[src/rtl/cmd_arb_pkg.sv]
// Shared types and constants for the cmd_proc command-port arbiter.
package cmd_arb_pkg;

  localparam int CMD_W   = 16;
  localparam int OPC_MSB = 15;
  localparam int OPC_LSB = 13;

  typedef enum logic [2:0] {
    CAL   = 3'b000,
    HDNG  = 3'b001,
    MOVE  = 3'b010,
    SOLVE = 3'b011
  } opcode_t;

  typedef enum logic {
    RMT = 1'b0,
    SLV = 1'b1
  } owner_t;

  typedef enum logic [1:0] {
    IDLE    = 2'd0,
    PRESENT = 2'd1,
    BUSY    = 2'd2
  } arb_state_t;

endpackage

[src/rtl/cmd_fifo.sv]
// Synchronous command FIFO with first-word-fall-through head; occupancy count drives full/empty.
module cmd_fifo
  import cmd_arb_pkg::*;
#(
  parameter int DEPTH = 4
) (
  input  logic             clk,
  input  logic             rst_n,
  input  logic             i_push,
  input  logic [CMD_W-1:0] i_data,
  input  logic             i_pop,
  output logic             o_full,
  output logic             o_empty,
  output logic [CMD_W-1:0] o_head
);

  localparam int AW = $clog2(DEPTH);

  logic [CMD_W-1:0] r_mem [DEPTH];
  logic [AW-1:0]    r_wr_ptr;
  logic [AW-1:0]    r_rd_ptr;
  logic [AW:0]      r_count;
  logic             w_push;
  logic             w_pop;

  assign w_push  = i_push & ~o_full;
  assign w_pop   = i_pop & ~o_empty;
  assign o_full  = (r_count == (AW+1)'(DEPTH));
  assign o_empty = (r_count == '0);
  assign o_head  = r_mem[r_rd_ptr];

  // Storage carries no reset; only pointers and count define validity.
  always_ff @(posedge clk) begin
    if (w_push) r_mem[r_wr_ptr] <= i_data;
  end

  always_ff @(posedge clk or negedge rst_n) begin
    if (!rst_n) begin
      r_wr_ptr <= '0;
      r_rd_ptr <= '0;
      r_count  <= '0;
    end else begin
      if (w_push) r_wr_ptr <= r_wr_ptr + 1'b1;
      if (w_pop)  r_rd_ptr <= r_rd_ptr + 1'b1;
      case ({w_push, w_pop})
        2'b10:   r_count <= r_count + 1'b1;
        2'b01:   r_count <= r_count - 1'b1;
        default: r_count <= r_count;
      endcase
    end
  end

endmodule

[src/rtl/cmd_arbiter.sv]
// Arbitrates the cmd_proc command port between the remote link queue and the maze solver.
// Optional watchdog abort enabled by defining CMD_TIMEOUT_EN.
module cmd_arbiter
  import cmd_arb_pkg::*;
#(
  parameter int FIFO_DEPTH = 4,
  parameter int TMO_CYC    = 2**20
) (
  input  logic             clk,
  input  logic             rst_n,
  input  logic [CMD_W-1:0] rmt_cmd,
  input  logic             rmt_vld,
  output logic             rmt_full,
  output logic             rmt_ovf,
  output logic             rmt_resp,
  input  logic [CMD_W-1:0] slv_cmd,
  input  logic             slv_req,
  output logic             slv_gnt,
  output logic             slv_resp,
  output logic [CMD_W-1:0] cmd,
  output logic             cmd_rdy,
  input  logic             clr_cmd_rdy,
  input  logic             send_resp,
  output logic             tmo
);

  if ((FIFO_DEPTH < 2) || ((FIFO_DEPTH & (FIFO_DEPTH - 1)) != 0) ||
      (TMO_CYC < 2) || (TMO_CYC > 2**20)) begin : g_cfg_err
    $error("cmd_arbiter: FIFO_DEPTH must be a power of 2 >= 2, TMO_CYC in [2, 2**20]");
  end

  arb_state_t       r_state, w_state_nxt;
  owner_t           r_owner, w_owner_nxt;
  owner_t           r_last, w_last_nxt;
  logic [CMD_W-1:0] r_cmd, w_cmd_nxt;
  logic             r_cmd_rdy, w_cmd_rdy_nxt;
  logic             r_slv_gnt, w_slv_gnt_nxt;
  logic             r_rmt_resp, w_rmt_resp_nxt;
  logic             r_slv_resp, w_slv_resp_nxt;
  logic             r_ovf;
  logic             w_pop;
  logic             w_full;
  logic             w_empty;
  logic [CMD_W-1:0] w_head;
  logic             w_head_cal;
  logic             w_pick_rmt;
  logic             w_grant;
  logic             w_tmo_hit;

  cmd_fifo #(.DEPTH(FIFO_DEPTH)) u_fifo (
    .clk     (clk),
    .rst_n   (rst_n),
    .i_push  (rmt_vld),
    .i_data  (rmt_cmd),
    .i_pop   (w_pop),
    .o_full  (w_full),
    .o_empty (w_empty),
    .o_head  (w_head)
  );

  // Calibrate at the queue head overrides round-robin; otherwise alternate against last_owner.
  assign w_head_cal = (opcode_t'(w_head[OPC_MSB:OPC_LSB]) == CAL);
  assign w_pick_rmt = ~w_empty & (w_head_cal | ~slv_req | (r_last == SLV));
  assign w_grant    = (r_state == IDLE) & (~w_empty | slv_req);

`ifdef CMD_TIMEOUT_EN
  localparam logic [19:0] TMO_LIM = 20'(TMO_CYC - 1);
  logic [19:0] r_tmo_cnt;
  logic        r_tmo;

  assign w_tmo_hit = (r_state != IDLE) && (r_tmo_cnt == TMO_LIM);
  assign tmo       = r_tmo;

  always_ff @(posedge clk or negedge rst_n) begin
    if (!rst_n) begin
      r_tmo_cnt <= '0;
      r_tmo     <= 1'b0;
    end else begin
      r_tmo <= w_tmo_hit;
      if (w_grant)                r_tmo_cnt <= '0;
      else if (r_state != IDLE)   r_tmo_cnt <= r_tmo_cnt + 1'b1;
    end
  end
`else
  assign w_tmo_hit = 1'b0;
  assign tmo       = 1'b0;
`endif

  always_comb begin
    w_state_nxt    = r_state;
    w_owner_nxt    = r_owner;
    w_last_nxt     = r_last;
    w_cmd_nxt      = r_cmd;
    w_cmd_rdy_nxt  = r_cmd_rdy;
    w_slv_gnt_nxt  = 1'b0;
    w_rmt_resp_nxt = 1'b0;
    w_slv_resp_nxt = 1'b0;
    w_pop          = 1'b0;
    case (r_state)
      IDLE: begin
        if (w_grant) begin
          w_state_nxt   = PRESENT;
          w_cmd_rdy_nxt = 1'b1;
          if (w_pick_rmt) begin
            w_cmd_nxt   = w_head;
            w_owner_nxt = RMT;
            w_last_nxt  = RMT;
            w_pop       = 1'b1;
          end else begin
            w_cmd_nxt     = slv_cmd;
            w_owner_nxt   = SLV;
            w_last_nxt    = SLV;
            w_slv_gnt_nxt = 1'b1;
          end
        end
      end
      PRESENT: begin
        if (clr_cmd_rdy) begin
          w_cmd_rdy_nxt = 1'b0;
          w_state_nxt   = BUSY;
        end
      end
      BUSY: begin
        if (send_resp) begin
          w_rmt_resp_nxt = (r_owner == RMT);
          w_slv_resp_nxt = (r_owner == SLV);
          w_state_nxt    = IDLE;
        end
      end
      default: w_state_nxt = IDLE;
    endcase
    // A watchdog abort drops the command silently: no completion pulse to either requester.
    if (w_tmo_hit) begin
      w_state_nxt    = IDLE;
      w_cmd_rdy_nxt  = 1'b0;
      w_rmt_resp_nxt = 1'b0;
      w_slv_resp_nxt = 1'b0;
    end
  end

  always_ff @(posedge clk or negedge rst_n) begin
    if (!rst_n) begin
      r_state    <= IDLE;
      r_owner    <= SLV;
      r_last     <= SLV;
      r_cmd      <= '0;
      r_cmd_rdy  <= 1'b0;
      r_slv_gnt  <= 1'b0;
      r_rmt_resp <= 1'b0;
      r_slv_resp <= 1'b0;
      r_ovf      <= 1'b0;
    end else begin
      r_state    <= w_state_nxt;
      r_owner    <= w_owner_nxt;
      r_last     <= w_last_nxt;
      r_cmd      <= w_cmd_nxt;
      r_cmd_rdy  <= w_cmd_rdy_nxt;
      r_slv_gnt  <= w_slv_gnt_nxt;
      r_rmt_resp <= w_rmt_resp_nxt;
      r_slv_resp <= w_slv_resp_nxt;
      r_ovf      <= r_ovf | (rmt_vld & w_full);
    end
  end

  assign cmd      = r_cmd;
  assign cmd_rdy  = r_cmd_rdy;
  assign slv_gnt  = r_slv_gnt;
  assign rmt_resp = r_rmt_resp;
  assign slv_resp = r_slv_resp;
  assign rmt_ovf  = r_ovf;
  assign rmt_full = w_full;

endmodule

[config.mk]
export PLATFORM = sky130hd
export DESIGN_NAME = cmd_arbiter
export DESIGN_NICKNAME = d
export VERILOG_FILES = /design/src/rtl/cmd_arb_pkg.sv /design/src/rtl/cmd_fifo.sv /design/src/rtl/cmd_arbiter.sv
export SDC_FILE = /design/constraint.sdc
export NUM_CORES = 1
export LEC_CHECK = 0
export CAP_MARGIN = 20
export CORE_AREA = 5 5 111 113
export CTS_BUF_LIST = sky130_fd_sc_hd__clkbuf_4 sky130_fd_sc_hd__clkbuf_8 sky130_fd_sc_hd__clkbuf_16
export CTS_CLUSTER_SIZE = 12
export DETAILED_ROUTE_END_ITERATION = 12
export DIE_AREA = 0 0 116 118
export HOLD_SLACK_MARGIN = 0.02
export PLACE_DENSITY_LB_ADDON = 0.3
export SLEW_MARGIN = 0
export SYNTH_ARGS = -nofsm -noshare
export SYNTH_HDL_FRONTEND = slang
export SYNTH_HIERARCHICAL = 1
export SYNTH_SLANG_ARGS = --single-unit
[constraint.sdc]
create_clock -name clk -period 3.2 [get_ports clk]
set_input_delay 0.32 -clock clk [delete_from_list [all_inputs] [get_ports clk]]
set_output_delay 0.32 -clock clk [all_outputs]
set_load 0.01 [all_outputs]
==> summary.md <==
| Metric | Value |
|---|---|
| Critical Path RT | 3.46 ns |
| Total CTS buffers | 9 |
| Hpwl dp | roughly 5000 µm |
| Fillers | 1035 |
| Synth-to-Final Area Change | 27.63% |
| DR vias | 2070 |
| Core Footprint | about 11000 µm² |
| CTS root buffer | clkbuf_16 |
| Buf+Inv Stages, Crit Path | 1 |
| CP endpoint kind | register |
| Synth Flop Type | edfxtp_1 |
| Count leader, synth | edfxtp_1 |
| Synth Net Count | 250 |
| Final Hold Viols | 0 |
| Most instantiated cells after synthesis | 64 x edfxtp_1, 30 x dfrtp_1, 18 x a21o_1 |
| Sequential-to-total area share from yosys stat | 0.7044 |
| Fin crit share | 0.9323 |
| Crit path DAT | between 3 and 4 ns |
| Area leader, netlist | edfxtp_1 |
| Top cell by count, worst path | xor2_1 |
| Seq cells post-synth | 95 |
| First-pass GRT wire length | 12290 µm |
| Post-Route M1 WL | 3610 µm |
| Reg-to-Reg End | u_fifo/r_count[2] |
| Post-synthesis cell area | 3831 µm² |
| Crit path max fanout | 5 |
| R2r worst-path depth | 10 |
| Starting density of the core | 0.3414 |
| Static Leak | 1.896 nW |
| Worst slack, placed | 0.1176 ns |
| Post-route worst setup slack | 0.2166 ns |
| Routed WL | between 7000 and 8000 µm |
| Highest Signal Layer | met4 |
| # nets final | 321 |
| Post-Synth Adder-Cell Area | 0.02155 |
| Initial antenna violation count | 0 |
| Async S/R FF share, synth | 0.3263 |
| # IOs | 61 |
| Crit-path slowest cell | mux4_1 |
| Crit-path leading delay family | multiplexers |
| Slew HR | 0.4793 |
| Hold Crit Class | input port to async pin |
| Hold buffer count at cts | 0 |
| Final antenna-violating net count | 0 |
| Count of input and output buffers | 59 |
| Pwr/cell area | 949.0 nW/µm² |
| Largest family of logic cells by synthesized area | multiplexers |
| Number of remaining DRC errors | 0 |
| Met3 WL post-DR | 454 µm |
| Worst Setup Start Kind | register |
| Yosys cell types | 38 |
| Pin count of the biggest net entering global routing | 32 |
| Critical setup path kind | register to register |
| Die Ht | 118 µm |
| Vias per inst | 4.871 |
| Run status | finished clean |
| Worst-Margin Slew | 0.7811 ns |
| Util after Layout | 0.4357 |
| Vias in the first global route | 2158 |
| Clock sinks | 95 |
| Final min period | between 2 and 3 ns |
| Max_cap viols | 0 |
| Die area | about 14000 µm² |
| RSZ-0062 raised after global routing | no |
| Multi-input gate area | 1030 µm² |
| Top cells by area, synth | edfxtp_1 50%, dfrtp_1 20%, mux4_1 5.5% |
| Ant. Diodes | 0 |
| Peak supply drop | 0.3588 mV |
| Synth Area in Simple Gates | 0.03364 |
| Total GRT Usage | 0.1199 |
| Critical-path cell list | mux4_1 > or3_4 > a2111oi_4 > o31a_1 > ha_2 > inv_2 > fa_2 > xor2_1 > nor2_1 > xor2_1 |
| Layout cells sized above 1 | 0.1667 |
| Sequential cell area | approximately 2700 µm² |
| Area share of xor/xnor cells in the synthesized design | 0.01372 |
| Std cell rows | 39 |
| H-tree depth | 3 |
| Clock latency at the later pin of the worst-skew pair | 0.33 ns |
| Drt wl/cell | 18.16 µm |
| Post-synth EDFFs | 64 |
| Max incr delay on CP | 0.62 ns |
| Compound-cell area share of the yosys netlist | 0.09014 |
| Worst-path clk slew | around 0.070 ns |
| YS warnings | 6 |
| Post-Syn Instances | between 200 and 250 |
| Reg2reg start | u_fifo/r_rd_ptr[0] |
| Final Max Slew Viols | 0 |
| Synthesized area per cell | about 19 µm² |
| 1st-iter DRT viols | 107 |
| F_max | 335.2 MHz |
| GRT overflow | 0 |
| FF-to-FF setup slack | 0.22 ns |
| Post-synth top area share | 0.5016 |
| Clock skew | 0.007370 ns |
| Final-report setup violation count | 0 |
| Met2 wire len | 3582 µm |
| CTS tree | built |
| Iteration count of the initial detailed-routing pass | 4 |
| Routability cong. | 0.7388 |
| Clock Path Buffers | 2 |
| Post-synthesis mux area share | 0.1074 |
| Die Wd | 116 µm |
[report_power, final]
| group | switching (mW) | internal [mW] |
|---|---|---|
| clock network | 0.458 | 0.547 |
| logic | 0.800 | 0.933 |
| registers | 0.204 | 1.70 |
[registers in the layout (all words and copies together) (netlist names)]
register / count
cmd: 16
u_fifo/r_mem: 64
u_fifo/r_rd_ptr: 2
u_fifo/r_count: 3
u_fifo/r_wr_ptr: 2
r_state: 2
slv_resp: 1
rmt_ovf: 1
cmd_rdy: 1
r_last: 1
slv_gnt: 1
rmt_resp: 1
[worst max-delay path by stage]
| stage | startpoint | endpoint | slack [ns] | depth (start not counted) |
|---|---|---|---|---|
| floorplan | u_fifo/r_rd_ptr[0] | u_fifo/r_count[2] | -0.18 | 13 |
| global placement | u_fifo/r_rd_ptr[0] | u_fifo/r_count[2] | 0.17 | 10 |
| detailed placement | u_fifo/r_rd_ptr[0] | u_fifo/r_count[2] | 0.12 | 10 |
| CTS | u_fifo/r_rd_ptr[0] | u_fifo/r_count[2] | 0.09 | 10 |
| global route | u_fifo/r_rd_ptr[0] | u_fifo/r_count[2] | 0.05 | 10 |
| finish | u_fifo/r_rd_ptr[0] | u_fifo/r_count[2] | 0.22 | 10 |
[cells by family after synthesis]
family	count (synthesis)
xor gates and xnor gates	6
buffers and inverters	18
other	1
AOI/OAI and AO/OA	42
DFF	95
muxes	18
and+or+nand+nor	20
adders and majority gates	6
[cell type report]
class | instances | area share
clock buffers | 10 | 0.04759
well taps | 143 | 0.03659
multi-input cells | 93 | 0.2106
flip-flops and latches | 95 | 0.5522
clock inverters | 6 | 0.01024
inverters | 8 | 0.006141
repair buffers | 70 | 0.1366
[metal layers]
metal	GRT usage	up-vias
met2	0.1781	53
met1	0.1682	1063
met3	0.03342	6
met5	0	-
li1	-	948
met4	0.04278	0
[through the flow]
step           cells  hold WS [ns]  instance area [µm²]  power [mW]  TNS, ns
4_1_cts          424       0.08541                 4881       4.687        0
3_5_place_dp     408        0.4519                 4598       3.664        0
6_report         425       0.06445                 4890       4.640        0
3_3_place_gp     408        0.4376                 4598       3.639        0
2_1_floorplan    206       0.02441                 3836       3.028  -0.2434
5_1_grt          425        0.1183                 4890       4.929        0
[timing repair]
action,in CTS,in global routing
gates resized for setup,0,1
buffers inserted,0,1
endpoints found under the setup margin,0,1
[cell usage in the layout (no fill, tap or decap), drive strengths merged, types with 5 or more instances in the layout]
cell,n
edfxtp,64
ha,5
inv,12
dfrtp,30
a21o,18
clkbuf,10
buf,12
a22o,16
clkdlybuf4s50,58
mux4,16
No activity file was read; power rests on OpenSTA's default activity.
